==> src/rtl/conv_mc_engine.sv <==
// Multi-channel MxM signed convolution engine: row-beat kernel/window loading, a
// registered multiply / adder-tree / channel-accumulate pipeline, and an optionally saturated output.
module conv_mc_engine #(
  parameter int BIT_LEN  = 8,
  parameter int M_LEN    = 3,
  parameter int N_CH     = 4,
  parameter int OUT_LEN  = 24,
  parameter int SATURATE = 1
) (
  input  logic                     i_clk,
  input  logic                     i_reset_n,
  input  logic                     i_clear,
  input  logic                     i_k_valid,
  input  logic [BIT_LEN*M_LEN-1:0] i_k_data,
  input  logic                     i_img_valid,
  input  logic [BIT_LEN*M_LEN-1:0] i_img_data,
  output logic                     o_k_loaded,
  output logic                     o_valid,
  output logic [OUT_LEN-1:0]       o_data
);

  localparam int NTAP      = M_LEN * M_LEN;
  localparam int ROW_BITS  = BIT_LEN * M_LEN;
  localparam int PROD_LEN  = 2 * BIT_LEN;
  localparam int ACC_LEN   = 2 * BIT_LEN + $clog2(NTAP) + $clog2(N_CH) + 1;
  localparam int CH_W      = (N_CH > 1) ? $clog2(N_CH) : 1;
  localparam int ROW_W     = $clog2(M_LEN);
  localparam int CH_SLOTS  = 1 << CH_W;
  localparam int ROW_SLOTS = 1 << ROW_W;
  localparam int EXT_LEN   = ((ACC_LEN > OUT_LEN) ? ACC_LEN : OUT_LEN) + 1;

  localparam logic [CH_W-1:0]  LAST_CH  = CH_W'(N_CH - 1);
  localparam logic [ROW_W-1:0] LAST_ROW = ROW_W'(M_LEN - 1);
  localparam logic signed [EXT_LEN-1:0] SAT_MAX =
    {{(EXT_LEN - OUT_LEN + 1){1'b0}}, {(OUT_LEN - 1){1'b1}}};
  localparam logic signed [EXT_LEN-1:0] SAT_MIN =
    {{(EXT_LEN - OUT_LEN + 1){1'b1}}, {(OUT_LEN - 1){1'b0}}};

  // Storage is sized to power-of-two slots so counter values index it directly.
  logic [ROW_BITS-1:0] kern_q [CH_SLOTS][ROW_SLOTS];
  logic [ROW_BITS-1:0] win_q  [CH_SLOTS][ROW_SLOTS];

  logic [CH_W-1:0]  kc_q, kc_d, ic_q, ic_d, k_wch;
  logic [ROW_W-1:0] kr_q, kr_d, ir_q, ir_d, k_wrow;
  logic             k_loaded_q, k_loaded_d, k_we, i_we;

  logic             tok_v_q, tok_v_d, tok_first_q, tok_first_d, tok_last_q, tok_last_d;
  logic [CH_W-1:0]  tok_ch_q, tok_ch_d;
  logic             p_v_q, p_v_d, p_first_q, p_last_q;
  logic             s_v_q, s_v_d, s_first_q, s_last_q;

  logic [NTAP*PROD_LEN-1:0]   prod_q;
  logic signed [ACC_LEN-1:0]  sum_c, sum_q, acc_q, acc_d, acc_sum;
  logic signed [EXT_LEN-1:0]  acc_ext;
  logic [OUT_LEN-1:0]         out_c, o_data_q, o_data_d;
  logic                       o_valid_q, o_valid_d;

  // Loader: clear beats a kernel beat, which beats an image beat.
  always_comb begin
    kc_d        = kc_q;
    kr_d        = kr_q;
    ic_d        = ic_q;
    ir_d        = ir_q;
    k_loaded_d  = k_loaded_q;
    k_we        = 1'b0;
    k_wch       = kc_q;
    k_wrow      = kr_q;
    i_we        = 1'b0;
    tok_v_d     = 1'b0;
    tok_ch_d    = tok_ch_q;
    tok_first_d = 1'b0;
    tok_last_d  = 1'b0;
    if (i_clear) begin
      ic_d = '0;
      ir_d = '0;
    end else if (i_k_valid) begin
      k_we = 1'b1;
      ic_d = '0;
      ir_d = '0;
      if (k_loaded_q) begin
        k_wch      = '0;
        k_wrow     = '0;
        k_loaded_d = 1'b0;
        kc_d       = '0;
        kr_d       = ROW_W'(1);
      end else if (kr_q == LAST_ROW) begin
        kr_d = '0;
        if (kc_q == LAST_CH) begin
          kc_d       = '0;
          k_loaded_d = 1'b1;
        end else begin
          kc_d = kc_q + 1'b1;
        end
      end else begin
        kr_d = kr_q + 1'b1;
      end
    end else if (i_img_valid && k_loaded_q) begin
      i_we = 1'b1;
      if (ir_q == LAST_ROW) begin
        ir_d        = '0;
        tok_v_d     = 1'b1;
        tok_ch_d    = ic_q;
        tok_first_d = (ic_q == '0);
        tok_last_d  = (ic_q == LAST_CH);
        ic_d        = (ic_q == LAST_CH) ? '0 : ic_q + 1'b1;
      end else begin
        ir_d = ir_q + 1'b1;
      end
    end
  end

  always_comb begin
    sum_c = '0;
    for (int unsigned t = 0; t < NTAP; t++) begin
      sum_c = sum_c + {{(ACC_LEN - PROD_LEN){prod_q[t*PROD_LEN + PROD_LEN - 1]}},
                       prod_q[t*PROD_LEN +: PROD_LEN]};
    end
  end

  always_comb begin
    acc_sum = s_first_q ? sum_q : acc_q + sum_q;
    acc_ext = {{(EXT_LEN - ACC_LEN){acc_sum[ACC_LEN-1]}}, acc_sum};
    out_c   = acc_ext[OUT_LEN-1:0];
    if (SATURATE != 0) begin
      if (acc_ext > SAT_MAX)      out_c = SAT_MAX[OUT_LEN-1:0];
      else if (acc_ext < SAT_MIN) out_c = SAT_MIN[OUT_LEN-1:0];
    end
  end

  always_comb begin
    p_v_d     = tok_v_q && !i_clear;
    s_v_d     = p_v_q && !i_clear;
    acc_d     = acc_q;
    o_valid_d = 1'b0;
    o_data_d  = o_data_q;
    if (i_clear) begin
      acc_d = '0;
    end else if (s_v_q) begin
      acc_d = acc_sum;
      if (s_last_q) begin
        o_valid_d = 1'b1;
        o_data_d  = out_c;
      end
    end
  end

  always_ff @(posedge i_clk or negedge i_reset_n) begin
    if (!i_reset_n) begin
      kc_q        <= '0;
      kr_q        <= '0;
      ic_q        <= '0;
      ir_q        <= '0;
      k_loaded_q  <= 1'b0;
      tok_v_q     <= 1'b0;
      tok_ch_q    <= '0;
      tok_first_q <= 1'b0;
      tok_last_q  <= 1'b0;
      p_v_q       <= 1'b0;
      p_first_q   <= 1'b0;
      p_last_q    <= 1'b0;
      s_v_q       <= 1'b0;
      s_first_q   <= 1'b0;
      s_last_q    <= 1'b0;
      acc_q       <= '0;
      o_valid_q   <= 1'b0;
      o_data_q    <= '0;
    end else begin
      kc_q        <= kc_d;
      kr_q        <= kr_d;
      ic_q        <= ic_d;
      ir_q        <= ir_d;
      k_loaded_q  <= k_loaded_d;
      tok_v_q     <= tok_v_d;
      tok_ch_q    <= tok_ch_d;
      tok_first_q <= tok_first_d;
      tok_last_q  <= tok_last_d;
      p_v_q       <= p_v_d;
      p_first_q   <= tok_first_q;
      p_last_q    <= tok_last_q;
      s_v_q       <= s_v_d;
      s_first_q   <= p_first_q;
      s_last_q    <= p_last_q;
      acc_q       <= acc_d;
      o_valid_q   <= o_valid_d;
      o_data_q    <= o_data_d;
    end
  end

  // Data-only registers: contents are qualified by the valids above, so no reset.
  always_ff @(posedge i_clk) begin
    if (k_we) kern_q[k_wch][k_wrow] <= i_k_data;
    if (i_we) win_q[ic_q][ir_q] <= i_img_data;
    for (int unsigned r = 0; r < M_LEN; r++) begin
      for (int unsigned c = 0; c < M_LEN; c++) begin
        prod_q[(r*M_LEN + c)*PROD_LEN +: PROD_LEN] <=
          $signed(kern_q[tok_ch_q][ROW_W'(r)][c*BIT_LEN +: BIT_LEN]) *
          $signed(win_q[tok_ch_q][ROW_W'(r)][c*BIT_LEN +: BIT_LEN]);
      end
    end
    sum_q <= sum_c;
  end

  assign o_k_loaded = k_loaded_q;
  assign o_valid    = o_valid_q;
  assign o_data     = o_data_q;

endmodule

==> config.mk <==
export PLATFORM = sky130hd
export DESIGN_NAME = conv_mc_engine
export DESIGN_NICKNAME = d
export VERILOG_FILES = /design/src/rtl/conv_mc_engine.sv
export SDC_FILE = /design/constraint.sdc
export NUM_CORES = 2
export LEC_CHECK = 0
export CORE_ASPECT_RATIO = 2
export CORE_UTILIZATION = 69
export CTS_CLUSTER_DIAMETER = 200
export DETAILED_ROUTE_END_ITERATION = 8
export GPL_TIMING_DRIVEN = 0
export PLACE_DENSITY = 0.87
export SLEW_MARGIN = 20
export SYNTH_ARGS = -nofsm -noshare
export SYNTH_HDL_FRONTEND = slang
export SYNTH_SLANG_ARGS = --single-unit
==> constraint.sdc <==
create_clock -name i_clk -period 17 [get_ports i_clk]
set_clock_uncertainty 0.2 [all_clocks]
set_input_delay 2.55 -clock i_clk [delete_from_list [all_inputs] [get_ports i_clk]]
set_output_delay 2.55 -clock i_clk [all_outputs]
set_load 0.05 [all_outputs]
Word level (Yosys, flattened, before mapping)
Memories as Yosys holds them, arrays and structs flattened.
Cells that the tools add are included.
W data, S select, Z words.

operators by class
  add/sub/neg operators = 13
  multipliers = 9
  magnitude comparators = 6
  eq/ne operators = 4
  mux-type cells = 56
  bitwise gates (word level) = 4
  reductions and logical operators = 16

operators with widths
  kind                    count
  $mux W96                2
  $mul A8 B8 Y16          9
  $demux W24 S2           2
  $mux W24                4
  $mux W23                3
  $add A23 B23 Y23        2
  $mux W2                 20
  $mux W1                 25
  $gt A23 B24 Y1 const B  1
  $lt A23 B24 Y1 const B  1
  $add A22 B16 Y23        1
  $add A21 B16 Y22        1
  $add A20 B16 Y21        1
  $add A19 B16 Y20        1
  $add A18 B16 Y19        1
  $add A17 B16 Y18        1
  $add A16 B16 Y17        1
  $add A2 B1 Y2 const B   4
  $eq A2 B2 Y1 const B    4
  $ge A3 B3 Y1 const B    2
  $lt A3 B1 Y1 const B    2
  $not A2 Y3              2
  $reduce_and A3 Y1       2
  $reduce_bool A3 Y1      2
  other kinds (7)         14

storage, ports and cells
  register bits = 235
  bits in writable memories = 768
  input bits = 53
  output and inout port bits = 26
  logic and storage cells = 130
  memories = 2

memory list
  memory  words  width  rd ports  clocked after memory_dff  wr ports  RTL line  text
  kern_q  4      96     1         0                         1         40        logic [ROW_BITS-1:0] kern_q [CH_SLOTS][ROW_SLOTS];
  win_q   4      96     1         0                         1         41        logic [ROW_BITS-1:0] win_q [CH_SLOTS][ROW_SLOTS];

Longest topological paths before layout
  word-level depth = 9
  mapped depth = 24
  gate-level depth less buffers = 20

Worst setup path before layout
OpenSTA, ideal clock, no wires.

  path kind = flip-flop to flip-flop
  start point = register tok_ch_q[0]
  end point = register prod_q[14]
  library setup time = 95 ps
  arrival time = 5,695 ps
  data required time = 16,705 ps
  slack = 11,010 ps
  cell stages (with the launch flop) = 22
  buffers on the path = 3
  period minus slack after synthesis = 5,990 ps
  cells stage by stage = dfrtp_1 buf_2 buf_1 buf_2 mux4_2 and2_1 fa_1 inv_1 fa_1 inv_1 fa_1 inv_1 fa_1 inv_1 ha_1 o21ai_1 a21boi_0 o21ai_1 a21oi_1 o21ai_1 or4b_1 o311ai_1

between the ends
  longest elaborated chain between the ends = 2
  elaborated cells on any way between the ends = 3
  those cells by class = 1 x mul; 2 x memory

ends and longest elaborated chain
  element                            RTL line  text
  start: declaration                 48        logic [CH_W-1:0] tok_ch_q, tok_ch_d;
  start signal: assignment           174       tok_ch_q <= tok_ch_d;
  $mem_v2 Z4 W96 (on tied branches)  --
  $mul A8 B8 Y16 (*)                 196       $signed(kern_q[tok_ch_q][ROW_W'(r)][c*BIT_LEN +: BIT_LEN]) *
  end signal: indexed assignment     195       prod_q[(r*M_LEN + c)*PROD_LEN +: PROD_LEN] <=
  end: declaration                   52        logic [NTAP*PROD_LEN-1:0] prod_q;

Mark *: on every way between the ends. The rest lies on a longest branch, timed or not.
A chain may end at the register's enable or synchronous reset.

Worst setup path after layout
  start point = register tok_ch_q[0]
  end point = register prod_q[30]

The elaborated chain is that of the path after synthesis.

==> results.md <==
* Relative slew slack at 0.1193
* Post CTS Setup Buffer Count at 0
* Synth async-reset ratio at 0.08272
* Hold_ws at 153.7 ps
* Gr usage total at 0.3928
* RSZ-0062 raised after global routing: no
* Final period util at 0.4737
* Vias at 34540
* Fillers at 4416
* Initial Utilization at 0.6958
* Worst EP required at 17380 ps
* First drt pass iteration count at 9
* Overall power at 8.416 mW
* Cell area after layout at 59200 um^2
* Area Overhead vs Synth at 9.323%
* Final #Nets at 5503
* Hold buffers post-CTS at 0
* Top cells by area, synth: edfxtp_1 32%, fa_1 23%, ha_1 7.1%
* DR vias/cell at 6.153
* Post-synth EDFFs at 576
* Die area at 79680 um^2
* Fmax at 124.2 MHz
* Synth area leader: edfxtp_1
* Sequential area share after synthesis at 0.4121
* Antenna violations before repair at 4
* Crit start category: register
* Yosys warnings at 0
* Max H-tree Level at 3
* Placed inst area at 56850 um^2
* Unique masters post-synth at 64
* Register-to-Register Setup Slack at 8950 ps
* Finish-stage setup viols at 0
* Top-count cell post-synth: inv_1
* Non-Filler Instances at 5613
* Fin. Hold Viols at 0
* Overall die height at 398.2 um
* Max-cap check violation count at 0
* Detailed Place HPWL at 107700 um
* Status: finished clean
* Hold Path Class: reg -> reg
* WP data arrival at 8430 ps
* Overflow after GRT at 0
* Final GP Congestion at 0.9556
* DRC violations left at 0
* Final setup TNS at 0 ps
* Die width at 200.1 um
* CTS clk-pin slew, worst paths at 80 ps
* Inst Count DP at 5486
* #FFs+latches synth at 810
* Critical path endpoint category: register
* Met1 global-route usage at 0.3807
* Grt met2 use at 0.6615
* DP Worst Slack at 9162 ps
* Vias in the first global route at 38180
* Post-CTS resize count at 0
* Sink Count at 810
* Fin worst setup slack at 8947 ps
* Synth Instances at 4353
* Most Used Layer, Global Route: met2
* Share of Yosys cell area claimed by the top area cell type at 0.3194
* Mean post-synth cell area at 12.44 um^2
* Num CTS Buffers at 71
* Clk buf depth at 3
* Minimum clock period at 8053 ps
* Routed WL per cell at 26.30 um
* Post-synth top flop: edfxtp_1
* TritonCTS clock tree: built
* Commonest cells in the netlist: 954 x inv_1, 611 x fa_1, 576 x edfxtp_1, 402 x and2_1, 309 x ha_1
* Largest net degree at the start of global routing at 37
* Slew Viols, Final at 0
* Share of layout cells above drive strength 1 at 0.07635
* Finished Core Util at 0.7606
* Root buffer cell: clkbuf_16
* Tightest Pin Transition at 1321 ps
* Row cnt at 145
* Leak at 25.30 nW
* Antenna Violating Nets Remaining at 0
* Antenna diodes at 0
* I/O Buffers at 77
* M3 GR Usage at 0.09153
* Mapped Area at 54150 um^2
* Final wirelength at 147600 um
* Mapped Nets at 5326
* Core box area at 77830 um^2
* Critical Path Fanout Max at 10
* Initial DRC Count at 2932
* Ports at 79
* PwrDens at 142.2 nW/um^2
* Worst VDD drop at 0.1817 mV
* Critical path class: reg -> reg
* Clock latency on the worst-skew pair at 700 ps
* Global-route wire length before repair at 220600 um
-- state kept, by name, summed over array words and instances (netlist names), 2 cells and up --
| name | flops |
|---|---|
| kern_q | 288 |
| win_q | 288 |
| prod_q | 144 |
| acc_q | 23 |
| o_data | 23 |
| sum_q | 23 |
| ic_q | 2 |
| ir_q | 2 |
| kc_q | 2 |
| kr_q | 2 |
| tok_ch_q | 2 |
-- kinds of logic after synthesis --
group,share of synthesized area
compound gates,0.03905
simple gates,0.08930
mux,0.06400
flops,0.4121
buf+inv,0.07095
fa+ha+maj,0.2973
xor+xnor,0.02733
-- final cells by class --
class	instances	area (um^2)	area share
Inverter	954	3581	0.06049
Clock buffer	86	1837	0.03103
Multi-Input combinational cell	2530	28110	0.4749
Sequential cell	810	22320	0.3770
Clock inverter	41	488.0	0.008242
Buffer	59	270.3	0.004565
Timing Repair Buffer	104	1309	0.02211
Tap cell	1029	1287	0.02175
-- where the power goes --
part,switching [mW],internal [mW],total [mW],leakage (nW)
sequential,0.0980,2.34,2.44,7.52
clock,0.786,0.893,1.68,1.11
combinational,2.43,1.86,4.30,16.7
total,3.32,5.10,8.42,25.3
-- final timing paths --
kind	from	end	cells past startpoint
max in group asynchronous	i_reset_n	acc_q[18]$_DFFE_PN0P_	2
max reg2reg	tok_ch_q[0]$_DFFE_PN0P_	prod_q[30]$_DFF_P_	24
min reg2reg	p_last_q$_DFF_PN0_	s_last_q$_DFF_PN0_	0
min	p_last_q$_DFF_PN0_	s_last_q$_DFF_PN0_	0
min in group asynchronous	i_reset_n	p_first_q$_DFF_PN0_	1
max	tok_ch_q[0]$_DFFE_PN0P_	prod_q[30]$_DFF_P_	24
-- placed cells by master (no fill, tap or decap), types with 39 or more instances in the layout --
master / count
a21oi_1: 90
nor2b_1: 39
xnor2_1: 149
ha_1: 309
dfxtp_1: 167
clkbuf_1: 39
nand2_1: 228
edfxtp_1: 576
nor2_1: 155
and2_1: 390
fa_1: 611
dfrtp_1: 67
clkdlybuf4s50_1: 76
mux4_2: 135
inv_1: 954
clkbuf_16: 71
o21ai_0: 50
-- per-layer routing --
metal  part of all wire  vias up
met4               0.12        4
li1                   -    14420
met2               0.50     2077
met3              0.083      776
met5            0.00016        -
met1               0.29    17260
-- critical path, stage by stage, from the launching register on --
cell	delay [ps]
dfrtp_1	370
buf_2	390
buf_2	560
buf_2	560
clkbuf_1	610
buf_2	450
nand2_1	130
o21ai_1	540
inv_1	140
fa_1	510
inv_1	60
fa_1	500
inv_1	60
fa_1	530
inv_1	50
fa_1	480
inv_1	40
ha_1	310
o21ai_1	120
a21boi_0	170
o21ai_1	270
a21oi_1	150
o21ai_1	190
or4b_1	440
o311ai_0	100
(Power assumes the default switching activity.)
